--- config.mk ---
export PLATFORM = sky130hd
export DESIGN_NAME = i2c_cmd_sender
export DESIGN_NICKNAME = d
export VERILOG_FILES = /design/src/rtl/i2c_cmd_sender.sv
export SDC_FILE = /design/constraint.sdc
export NUM_CORES = 1
export LEC_CHECK = 0
export CAP_MARGIN = 10
export CORE_MARGIN = 4
export CORE_UTILIZATION = 26
export CTS_BUF_LIST = sky130_fd_sc_hd__clkbuf_8
export DETAILED_ROUTE_END_ITERATION = 10
export PLACE_DENSITY = 0.54
export SLEW_MARGIN = 20
export SYNTH_ARGS = -nofsm -noshare
export SYNTH_HDL_FRONTEND = slang
export SYNTH_SLANG_ARGS = --single-unit
--- constraint.sdc ---
create_clock -name CLOCK -period 2.5 [get_ports CLOCK]
set_clock_uncertainty 0.15 [all_clocks]
set_input_delay 0.5 -clock CLOCK [delete_from_list [all_inputs] [get_ports CLOCK]]
set_output_delay 0.5 -clock CLOCK [all_outputs]
set_load 0.1 [all_outputs]
--- src/rtl/i2c_cmd_sender.sv ---
`default_nettype none
// ---------------------------------------------------------------------------
// i2c_cmd_sender: I2C master sending one NBYTES command (START, bytes+ACK, STOP) per GO edge.
// Rev 1.0 -- define I2C_ACK_CHECK_EN to enable NACK abort and the sticky ACK_ERR flag.
// ---------------------------------------------------------------------------
module i2c_cmd_sender #(
  parameter int CLK_DIV = 4,
  parameter int NBYTES  = 3
) (
  input  logic                CLOCK,
  input  logic                RESET,
  input  logic                GO,
  input  logic [8*NBYTES-1:0] DATA,
  output logic                I2C_SCLK,
  output logic                I2C_SDAT_OE,
  input  logic                I2C_SDAT_IN,
  output logic                END,
  output logic                BUSY,
  output logic                ACK_ERR
);

  localparam int DW     = 8 * NBYTES;
  localparam int DIV_W  = (CLK_DIV > 1) ? $clog2(CLK_DIV) : 1;
  localparam int BYTE_W = (NBYTES > 1) ? $clog2(NBYTES) : 1;
`ifdef I2C_ACK_CHECK_EN
  localparam logic ACK_CHECK = 1'b1;
`else
  localparam logic ACK_CHECK = 1'b0;
`endif

  typedef enum logic [2:0] {
    S_IDLE  = 3'd0,
    S_START = 3'd1,
    S_BIT   = 3'd2,
    S_ACK   = 3'd3,
    S_STOP  = 3'd4,
    S_DONE  = 3'd5
  } state_t;

  state_t              state, state_nxt;
  logic [2:0]          go_sync;
  logic                go_edge;
  logic [DIV_W-1:0]    div;
  logic                run;
  logic                tick;
  logic [1:0]          phase, phase_nxt;
  logic [2:0]          bit_cnt, bit_nxt;
  logic [BYTE_W-1:0]   byte_cnt, byte_nxt;
  logic                last_byte;
  logic [DW-1:0]       shift, shift_nxt;
  logic                sclk_nxt, oe_nxt, end_nxt, busy_nxt;
  logic                nack, nack_nxt;

  // GO comes from another phase grid: two sync flops plus one for edge detection.
  always_ff @(posedge CLOCK or negedge RESET) begin
    if (!RESET) go_sync <= '0;
    else        go_sync <= {go_sync[1:0], GO};
  end
  assign go_edge = go_sync[1] & ~go_sync[2];

  assign run       = (state != S_IDLE) && (state != S_DONE);
  assign tick      = run && (div == DIV_W'(CLK_DIV - 1));
  assign last_byte = (byte_cnt == BYTE_W'(NBYTES - 1));

  always_ff @(posedge CLOCK or negedge RESET) begin
    if (!RESET)             div <= '0;
    else if (!run || tick)  div <= '0;
    else                    div <= div + 1'b1;
  end

  always_ff @(posedge CLOCK or negedge RESET) begin
    if (!RESET) begin
      state       <= S_IDLE;
      phase       <= '0;
      bit_cnt     <= '0;
      byte_cnt    <= '0;
      shift       <= '0;
      I2C_SCLK    <= 1'b1;
      I2C_SDAT_OE <= 1'b0;
      END         <= 1'b1;
      BUSY        <= 1'b0;
      nack        <= 1'b0;
    end else begin
      state       <= state_nxt;
      phase       <= phase_nxt;
      bit_cnt     <= bit_nxt;
      byte_cnt    <= byte_nxt;
      shift       <= shift_nxt;
      I2C_SCLK    <= sclk_nxt;
      I2C_SDAT_OE <= oe_nxt;
      END         <= end_nxt;
      BUSY        <= busy_nxt;
      nack        <= nack_nxt;
    end
  end

  always_comb begin
    state_nxt = state;
    phase_nxt = phase;
    bit_nxt   = bit_cnt;
    byte_nxt  = byte_cnt;
    shift_nxt = shift;
    sclk_nxt  = I2C_SCLK;
    oe_nxt    = I2C_SDAT_OE;
    end_nxt   = END;
    busy_nxt  = BUSY;
    nack_nxt  = nack;

    if (tick) phase_nxt = phase + 2'd1;

    case (state)
      S_IDLE: begin
        if (go_edge) begin
          state_nxt = S_START;
          shift_nxt = DATA;
          bit_nxt   = '0;
          byte_nxt  = '0;
          phase_nxt = '0;
          end_nxt   = 1'b0;
          busy_nxt  = 1'b1;
          nack_nxt  = 1'b0;
        end
      end
      S_START: begin
        if (tick) begin
          case (phase)
            2'd1: oe_nxt = 1'b1;
            2'd3: begin
              sclk_nxt  = 1'b0;
              state_nxt = S_BIT;
            end
            default: ;
          endcase
        end
      end
      S_BIT: begin
        if (tick) begin
          case (phase)
            2'd0: oe_nxt = ~shift[DW-1];
            2'd1: sclk_nxt = 1'b1;
            2'd3: begin
              sclk_nxt  = 1'b0;
              shift_nxt = {shift[DW-2:0], 1'b0};
              bit_nxt   = bit_cnt + 3'd1;
              if (bit_cnt == 3'd7) state_nxt = S_ACK;
            end
            default: ;
          endcase
        end
      end
      S_ACK: begin
        if (tick) begin
          case (phase)
            2'd0: oe_nxt = 1'b0;
            2'd1: sclk_nxt = 1'b1;
            2'd2: if (I2C_SDAT_IN) nack_nxt = 1'b1;
            2'd3: begin
              sclk_nxt = 1'b0;
              byte_nxt = byte_cnt + 1'b1;
              // A NACK only diverts the frame when checking is built in.
              if (last_byte || (ACK_CHECK && nack)) state_nxt = S_STOP;
              else                                   state_nxt = S_BIT;
            end
            default: ;
          endcase
        end
      end
      S_STOP: begin
        if (tick) begin
          case (phase)
            2'd0: oe_nxt = 1'b1;
            2'd1: sclk_nxt = 1'b1;
            2'd2: begin
              oe_nxt    = 1'b0;
              state_nxt = S_DONE;
            end
            default: ;
          endcase
        end
      end
      S_DONE: begin
        end_nxt   = 1'b1;
        busy_nxt  = 1'b0;
        phase_nxt = '0;
        state_nxt = S_IDLE;
      end
      default: state_nxt = S_IDLE;
    endcase
  end

  assign ACK_ERR = ACK_CHECK & nack;

endmodule
`default_nettype wire

* Word level (Yosys, flattened, before mapping)
Index checks and enable logic that the tools add are counted.
** Storage, ports and cells
- Register bits after elaboration :: 43
- Output and inout bits :: 5
- Logic and storage cells :: 112
** Operators by class
- Add/sub/neg operators :: 4
- Equality and inequality tests :: 29
- Mux-type cells :: 46
- Bitwise gates (word level) :: 3
- Reduce and logical (&&, ||, !) cells :: 19
** Operators with widths (count)
- 2-to-1 mux 24 bit :: 3
- one-hot mux 24 bit (2 select lines) :: 1
- 2-to-1 mux 3 bit :: 14
- != test 2 bit, second input constant :: 13
- one-hot mux 3 bit (5 select lines) :: 1
- 2-to-1 mux 1 bit :: 12
- 2-to-1 mux 2 bit :: 6
- AND reduction 10 bit :: 1
- == test 3 bit, second input constant :: 3
- AND reduction 9 bit :: 1
- == test 2 bit, second input constant :: 4
- one-hot mux 1 bit (2 select lines) :: 4
- one-hot mux 2 bit (2 select lines) :: 2
- AND reduction 4 bit :: 2
- AND reduction 7 bit :: 1
- adder 2 x 1 -> 2 bit, second input constant :: 3
- == test 3 x 2 -> 1 bit, second input constant :: 2
- != test 3 bit, second input constant :: 2
- one-hot mux 3 bit (2 select lines) :: 1
- nonzero test 2 bit :: 3
- nonzero test 3 bit :: 2
- != test 2 x 1 -> 1 bit, second input constant :: 2
- one-hot mux 1 bit (4 select lines) :: 1
- nonzero test 4 bit :: 1
- 14 further kinds :: 16

* Depth between registers and ports, before layout
Gate-level depths: netlist (run 1).
- Depth after elaboration :: 6
- Mapped depth :: 7
- Mapped depth without buffers :: 6

* Least setup slack after synthesis (run 1)
No wires, ideal clock.
- Path kind :: reg2reg
- From :: register phase[0]
- To :: register I2C_SDAT_OE
- Setup time :: 125 ps
- Arrival time :: 1490 ps
- Required time :: 2225 ps
- Slack :: 735 ps
- Cell stages (with the launch flop) :: 7
- Path buffers :: 0
- Path through :: dfrtp_1 -> inv_1 -> ha_1 -> nor4b_1 -> nor2_1 -> o211ai_2 -> mux2_4
** Between the ends
- Cells in the longest elaborated chain, start to end :: 4
- Elaborated cells on any way between the ends :: 11
- Those cells by class :: eq/ne (6); mux (3); reduce/logical (2)
** RTL lines
- start, declared :: line 46 : logic [1:0] phase, phase_nxt;
- start signal, assigned :: line 85 : phase <= phase_nxt;
- == test 2 bit or logical NOT 2 bit (tied branches)
- one-hot mux 1 bit (2 select lines) :: line 170 : case (phase)
- 2-to-1 mux 1 bit :: line 169 : if (tick) begin
- one-hot mux 1 bit (4 select lines) :: line 111 : case (state)
- end signal, assigned :: line 90 : I2C_SDAT_OE <= oe_nxt;
- end, declared :: line 15 : output logic I2C_SDAT_OE,
Parallel ways exist; a longest one is shown, timed or not. The select of a mux whose other input is x is not followed.
A chain may end at the register's enable or synchronous reset.

* Final worst setup path (run 1)
- From :: register state[2]
- To :: register I2C_SDAT_OE
** Between the ends
- Cells in the longest elaborated chain, start to end :: 5
- Elaborated cells on any way between the ends :: 19
- Those cells by class :: eq/ne (13); mux (1); reduce/logical (5)
** RTL lines
- start, declared :: line 40 : state_t state, state_nxt;
- start signal, assigned :: line 84 : state <= state_nxt;
- != test 3 bit or nonzero test 3 bit (tied branches) :: line 61 : assign run = (state != S_IDLE) && (state != S_DONE);
- logical AND 1 bit :: line 61
- logical AND 1 bit :: line 62 : assign tick = run && (div == DIV_W'(CLK_DIV - 1));
- != test 2 bit (no line)
- AND reduction 9 bit (no line)
Parallel ways exist; a longest one is shown, timed or not.

==> results of run 1 <==
==> routing by layer <==
layer / part of all wire / wire length (µm) / up-vias
li1: - / - / 850
met1: 0.49 / 2220 / 790
met2: 0.47 / 2130 / 34
met3: 0.041 / 189 / 5
met4: 0.0068 / 31 / 0
met5: 0 / 0 / -
==> state kept, by name, indices dropped and copies added, names as in the netlist <==
register and flops:
BUSY 1, END 1, I2C_SCLK 1, I2C_SDAT_OE 1, bit_cnt 3, byte_cnt 2, div 2, go_sync 3
phase 2, shift 24, state 3
==> worst max-delay path by stage <==
stage / from / endpoint
global route: state[1] / state[1]
CTS: state[2] / I2C_SDAT_OE
detailed placement: state[2] / I2C_SDAT_OE
global placement: state[2] / I2C_SDAT_OE
floorplan: phase[0] / I2C_SDAT_OE
finish: state[2] / I2C_SDAT_OE
==> logic make-up after synthesis <==
kind of cell | Yosys count
AOI/OAI and AO/OA | 62
adders and majority gates | 8
buffers and inverters | 22
DFF | 43
muxes | 24
other | 1
and+or+nand+nor | 70
==> where the power goes <==
part / switching (mW) / total, mW / internal [mW]
sequential: 0.207 / 1.18 / 0.977
combinational: 0.644 / 1.10 / 0.455
clock: 0.246 / 0.437 / 0.192
==> critical path: stages, from the launching register on <==
cell and delay [ns]:
dfrtp_1 0.73, nor4b_1 0.44, nor2_1 0.10, o211ai_2 0.18, mux2_4 0.31
==> area by class of cell <==
| cell class | count | area share |
|---|---|---|
| clock inverter | 3 | 0.00592 |
| tap | 105 | 0.0478 |
| sequential | 43 | 0.393 |
| clock buffer | 5 | 0.0250 |
| multi-input combinational | 165 | 0.384 |
| timing repair buffer | 37 | 0.137 |
| inverter | 6 | 0.00820 |
==> cell usage in the layout (no fill, tap or decap), drive strengths merged <==
master / count
ha: 8
or2: 1
clkdlybuf4s50: 25
o211ai: 2
a21o: 2
clkinv: 1
a22o: 1
mux2i: 23
nand4b: 1
a2bb2oi: 1
dfrtp: 41
a311oi: 1
dfstp: 2
nor3b: 2
clkbuf: 5
nor2: 9
mux2: 1
nand2b: 3
clkinvlp: 1
nor3: 4
nand3b: 1
o21ai: 35
inv: 7
nand3: 2
a2111oi: 2
a21oi: 11
a32oi: 1
and3: 1
a22oi: 1
nor2b: 3
a31oi: 2
or3b: 1
buf: 12
a32o: 1
nand2: 41
nor4b: 1
conb: 1
o21a: 2
==> through the flow <==
step                std cells  utilization  cell area [µm²]
global placement          356        0.321             2660
floorplan                 230            -             2240
finish                    364        0.331             2750
global route              364        0.331             2750
detailed placement        356        0.321             2660
CTS                       364        0.331             2750
==> impl_metrics.toml, run 1 <==
[outcome]
status = "completed"

[timing]
rsz0062_at_grt = "false"
slew_viol_final = 0
fmaxAchievable_mhz = 494
hold_slack_ns = 0.00545
setup_ws_ns = 0.474
relSlewSlack = 0.597
min_period_ns = 2.03
worst_pin_slew_ns = 0.604
setup_viol = 0
period_share = 0.810
fin_tns_setup_ns = 0
hold_viol_final = 0

[synth]
synthXorXnorAreaFrac = 0
synth-simple-area-share = 0.144
avgSynthCellArea_um2 = 9.73
synthesis.area_um2 = 2240
synth.distinct_cells = 43
synth-compound-area-share = 0.165
synth_cells = 230
synthFlopType = "dfrtp_1"
syn_nets = 266
synth_top_family_by_area = "compound AO/OA/AOI/OAI gates"
synth-edff-count = 0
ys_seq_area_frac = 0.482
ys_top_cells_by_count = "41 x dfrtp_1, 41 x nand2_1, 33 x o21ai_0, 23 x mux2i_1, 11 x a21oi_1"
synthArstFlopShare = 1.00
synth.area.mux_share = 0.110
ys_seq_elements = 43
synth_fa_ha_area_frac = 0.0447
yosys.area.top_type = "dfrtp_1"
yosys.area.top_type_share = 0.458
ys_top_cells_by_area = "dfrtp_1 46%, mux2i_1 10%, o21ai_0 7.4%"
yosys_warnings = 0

[layout]
drive_above_1_share = 0.108
num_antenna_cells = 0
multi_input_area_um2 = 1050
fill_cells = 838
final_nets = 294
seqCellArea_um2 = 1080
area_growth_pct = 22.8

[placement]
gp_congestion = 0.769
dpl.hpwl_um = 3130
io_buffers = 30
preCtsSetupSlack_ns = 0.518

[route]
dr.pass1.iters = 4
drc = 0
drtIter0Drc = 76
vias = 1679
drtAntennaViolNets = 0
avgViaCountPerCell = 4.61
routed_wl_um = 4570
post_drt_wl_per_cell_um = 12.5

[clocking]
cts_buffer_depth = 2
post_cts_buffers = 0
root_buffer = "clkbuf_8"
clkTransAtPathRegs_ns = 0.08
clk_latency_ns = 0.29
numCtsBuffers = 5
cts_resized = 0
htree_num_levels = 2
cts.sinks = 43
cts_tree = "yes"
cts_hold_buf = 0

[grt]
grt_pass1_vias = 1669
antenna_found_initial = 0
grt_max_degree = 44
use_met3 = 0.0298
grt_use_total = 0.0987
use_met1 = 0.130
overflow = 0
use_met2 = 0.158
grt_pass1_wl_um = 7960
top_usage_layer = "met2"

[worst_setup_path]
worstSetupPathType = "reg2reg"
r2r-start = "state[2]"
crit_path_start_kind = "flip-flop"
r2r_cells = 4
ff2ff_setup_slack_ns = 0.47
cp-end-kind = "flip-flop"
crit_required_ns = 2.54
critPathMaxFanout = 17
r2r-end = "I2C_SDAT_OE"
cp.arrival_ns = 2.06

[floorplan]
die_y_um = 101
core_um2 = 8300
start_util = 0.270
placementRows = 33
io-pin-count = 33
die-area_um2 = 10200
chipWidth_um = 101

[power_and_ir_drop]
p_leak_nw = 1.16
finalPower_mw = 2.72
power_density_nw_per_um2 = 990
vdd_drop_max_mv = 0.320

[min_path]
hp-class = "in2async"

[flow_run]
drv_cap = 0
Note: power is estimated with default switching activity, not from simulation.
==> inputs of run 2 (changes only) <==
- PLACE_DENSITY: 0.54 -> 0.56
- clock period: 2.5 -> 1.75 ns (I/O delays scaled with it)
==> run 2 against run 1 <==
Effect of this change: register-to-register slack worse by 0.44 ns; cell count is 6.9% higher; largest cell class is now multi-input gates; sequential cell count stayed put; critical path type unchanged; wire length is 8.1% higher; worst hold slack better by 0.21 ns; critical path depth is 2 higher; combinational power is 89% higher; setup slack worse by 0.44 ns.
==> impl_metrics.toml, run 2 (synthesis gave the netlist of run 1 again) <==
[clocking]
numCtsBuffers = 5
cts.sinks = 43
clk_latency_ns = 0.30
cts_buffer_depth = 2
root_buffer = "clkbuf_8"
htree_num_levels = 2
cts_tree = "yes"
clkTransAtPathRegs_ns = 0.08

[worst_setup_path]
worst-path-buf-inv = 3
crit_start = "state[2]"
cp.arrival_ns = 1.75
cpMostUsedCell = "buf_12"
max_stage_delay_ns = 0.44
critPathMaxFanout = 7
r2r-start = "state[2]"
cp-end-kind = "flip-flop"
crit_required_ns = 1.79
r2r_cells = 6
cp.depth = 6
crit_path_start_kind = "flip-flop"
ff2ff_setup_slack_ns = 0.04
cp-endpoint = "shift[2]"
slowest_stage = "dfrtp_1"
r2r-end = "shift[2]"
critPathTopFamily = "buffers and inverters"
worstSetupPathType = "reg2reg"
cp_cell_sequence = "buf_4 -> nor3_4 -> buf_12 -> buf_12 -> mux2i_1 -> o21ai_0"

[placement]
preCtsSetupSlack_ns = -0.0234
post-place-cells = 376
dpl.hpwl_um = 3320
gp_congestion = 0.855
place_area_um2 = 2860
io_buffers = 30

[route]
dr.pass1.iters = 4
vias = 1763
post_drt_wl_per_cell_um = 12.7
avgViaCountPerCell = 4.53
routed_wl_um = 4940
drc = 0
drtIter0Drc = 56
drtAntennaViolNets = 0

[layout]
stdcell_area_um2 = 3120
max_flop_register = "shift"
largest_reg_flops = 24
multi_input_area_um2 = 1110
area_growth_pct = 39.5
final_common_cell = "nand2_1"
fill_cells = 840
drive_above_1_share = 0.225
finalNonFillerCells = 389
num_antenna_cells = 0
seqCellArea_um2 = 1080
mostFrequentLayoutCells = "41 x nand2_1, 40 x dfrtp_1, 32 x o21ai_0"
final_nets = 319

[timing]
setup_ws_ns = 0.0369
setup_viol = 0
relSlewSlack = 0.642
slew_viol_final = 0
period_share = 0.979
worst_pin_slew_ns = 0.536
hold_viol_final = 0
fmaxAchievable_mhz = 584
min_period_ns = 1.71
rsz0062_at_grt = "true"

[power_and_ir_drop]
vdd_drop_max_mv = 0.538
power_density_nw_per_um2 = 1450
p_leak_nw = 1.34
finalPower_mw = 4.54

[floorplan]
core_um2 = 8300
start_util = 0.270
placementRows = 33
die-area_um2 = 10200
chipWidth_um = 101
die_y_um = 101
io-pin-count = 33

[min_path]
hp-class = "reg2reg"

[grt]
grt_pass1_wl_um = 8160
antenna_found_initial = 0
grt_use_total = 0.0998
grt_pass1_vias = 1760
overflow = 0
grt_max_degree = 44

[flow_run]
drv_cap = 0

[outcome]
status = "completed"
[run 2: through the flow]
stage | hold WS (ns) | setup TNS [ns] | util
after floorplan | -0.0956 | 0 | -
after CTS | 0.223 | -0.0104 | 0.362
after detailed placement | 0.199 | -0.0234 | 0.344
after global placement | 0.187 | 0 | 0.344
after global routing | 0.243 | -0.170 | 0.376
final | 0.216 | 0 | 0.376
[run 2: what timing repair did]
action                                  CTS  global route
pin swaps                                 3             3
hold endpoints to repair                 41             0
hold buffers                              1             0
gates cloned                              0             2
resized for setup                         4            15
buffers inserted                          1             1
endpoints found under the setup margin    1            18
[run 2: worst min-delay path by stage]
stage	from	end	depth (start not counted)
2_1_floorplan	RESET	BUSY	0
3_3_place_gp	go_sync[0]	go_sync[1]	0
3_5_place_dp	RESET	BUSY	2
4_1_cts	go_sync[0]	go_sync[1]	0
5_1_grt	go_sync[0]	go_sync[1]	0
6_report	go_sync[0]	go_sync[1]	0
[run 2: final cells by class]
type	instances	area share
multi-input combinational	165	0.356
sequential	43	0.346
timing repair buffer	62	0.213
tap	105	0.0421
clock buffer	5	0.0220
clock inverter	3	0.0140
inverter	6	0.00721
[run 2: per-layer routing]
metal | GRT usage | vias up | wire length, µm
li1 | - | 905 | -
met1 | 0.133 | 822 | 2410
met4 | 0.0280 | 0 | 43
met5 | 0 | - | 0
met2 | 0.161 | 31 | 2270
met3 | 0.0249 | 5 | 221
[run 2: where the power goes]
| part | internal (mW) | leakage [nW] | switching [mW] |
|---|---|---|---|
| combinational | 1.01 | 0.759 | 1.08 |
| sequential | 1.40 | 0.521 | 0.263 |
| clock | 0.425 | 0.0581 | 0.368 |
[run 2: worst reg2reg max path, stage by stage (launching register included)]
cell,delay (ns)
dfrtp_1,0.44
buf_4,0.19
nor3_4,0.22
buf_12,0.15
buf_12,0.13
mux2i_1,0.23
o21ai_0,0.10
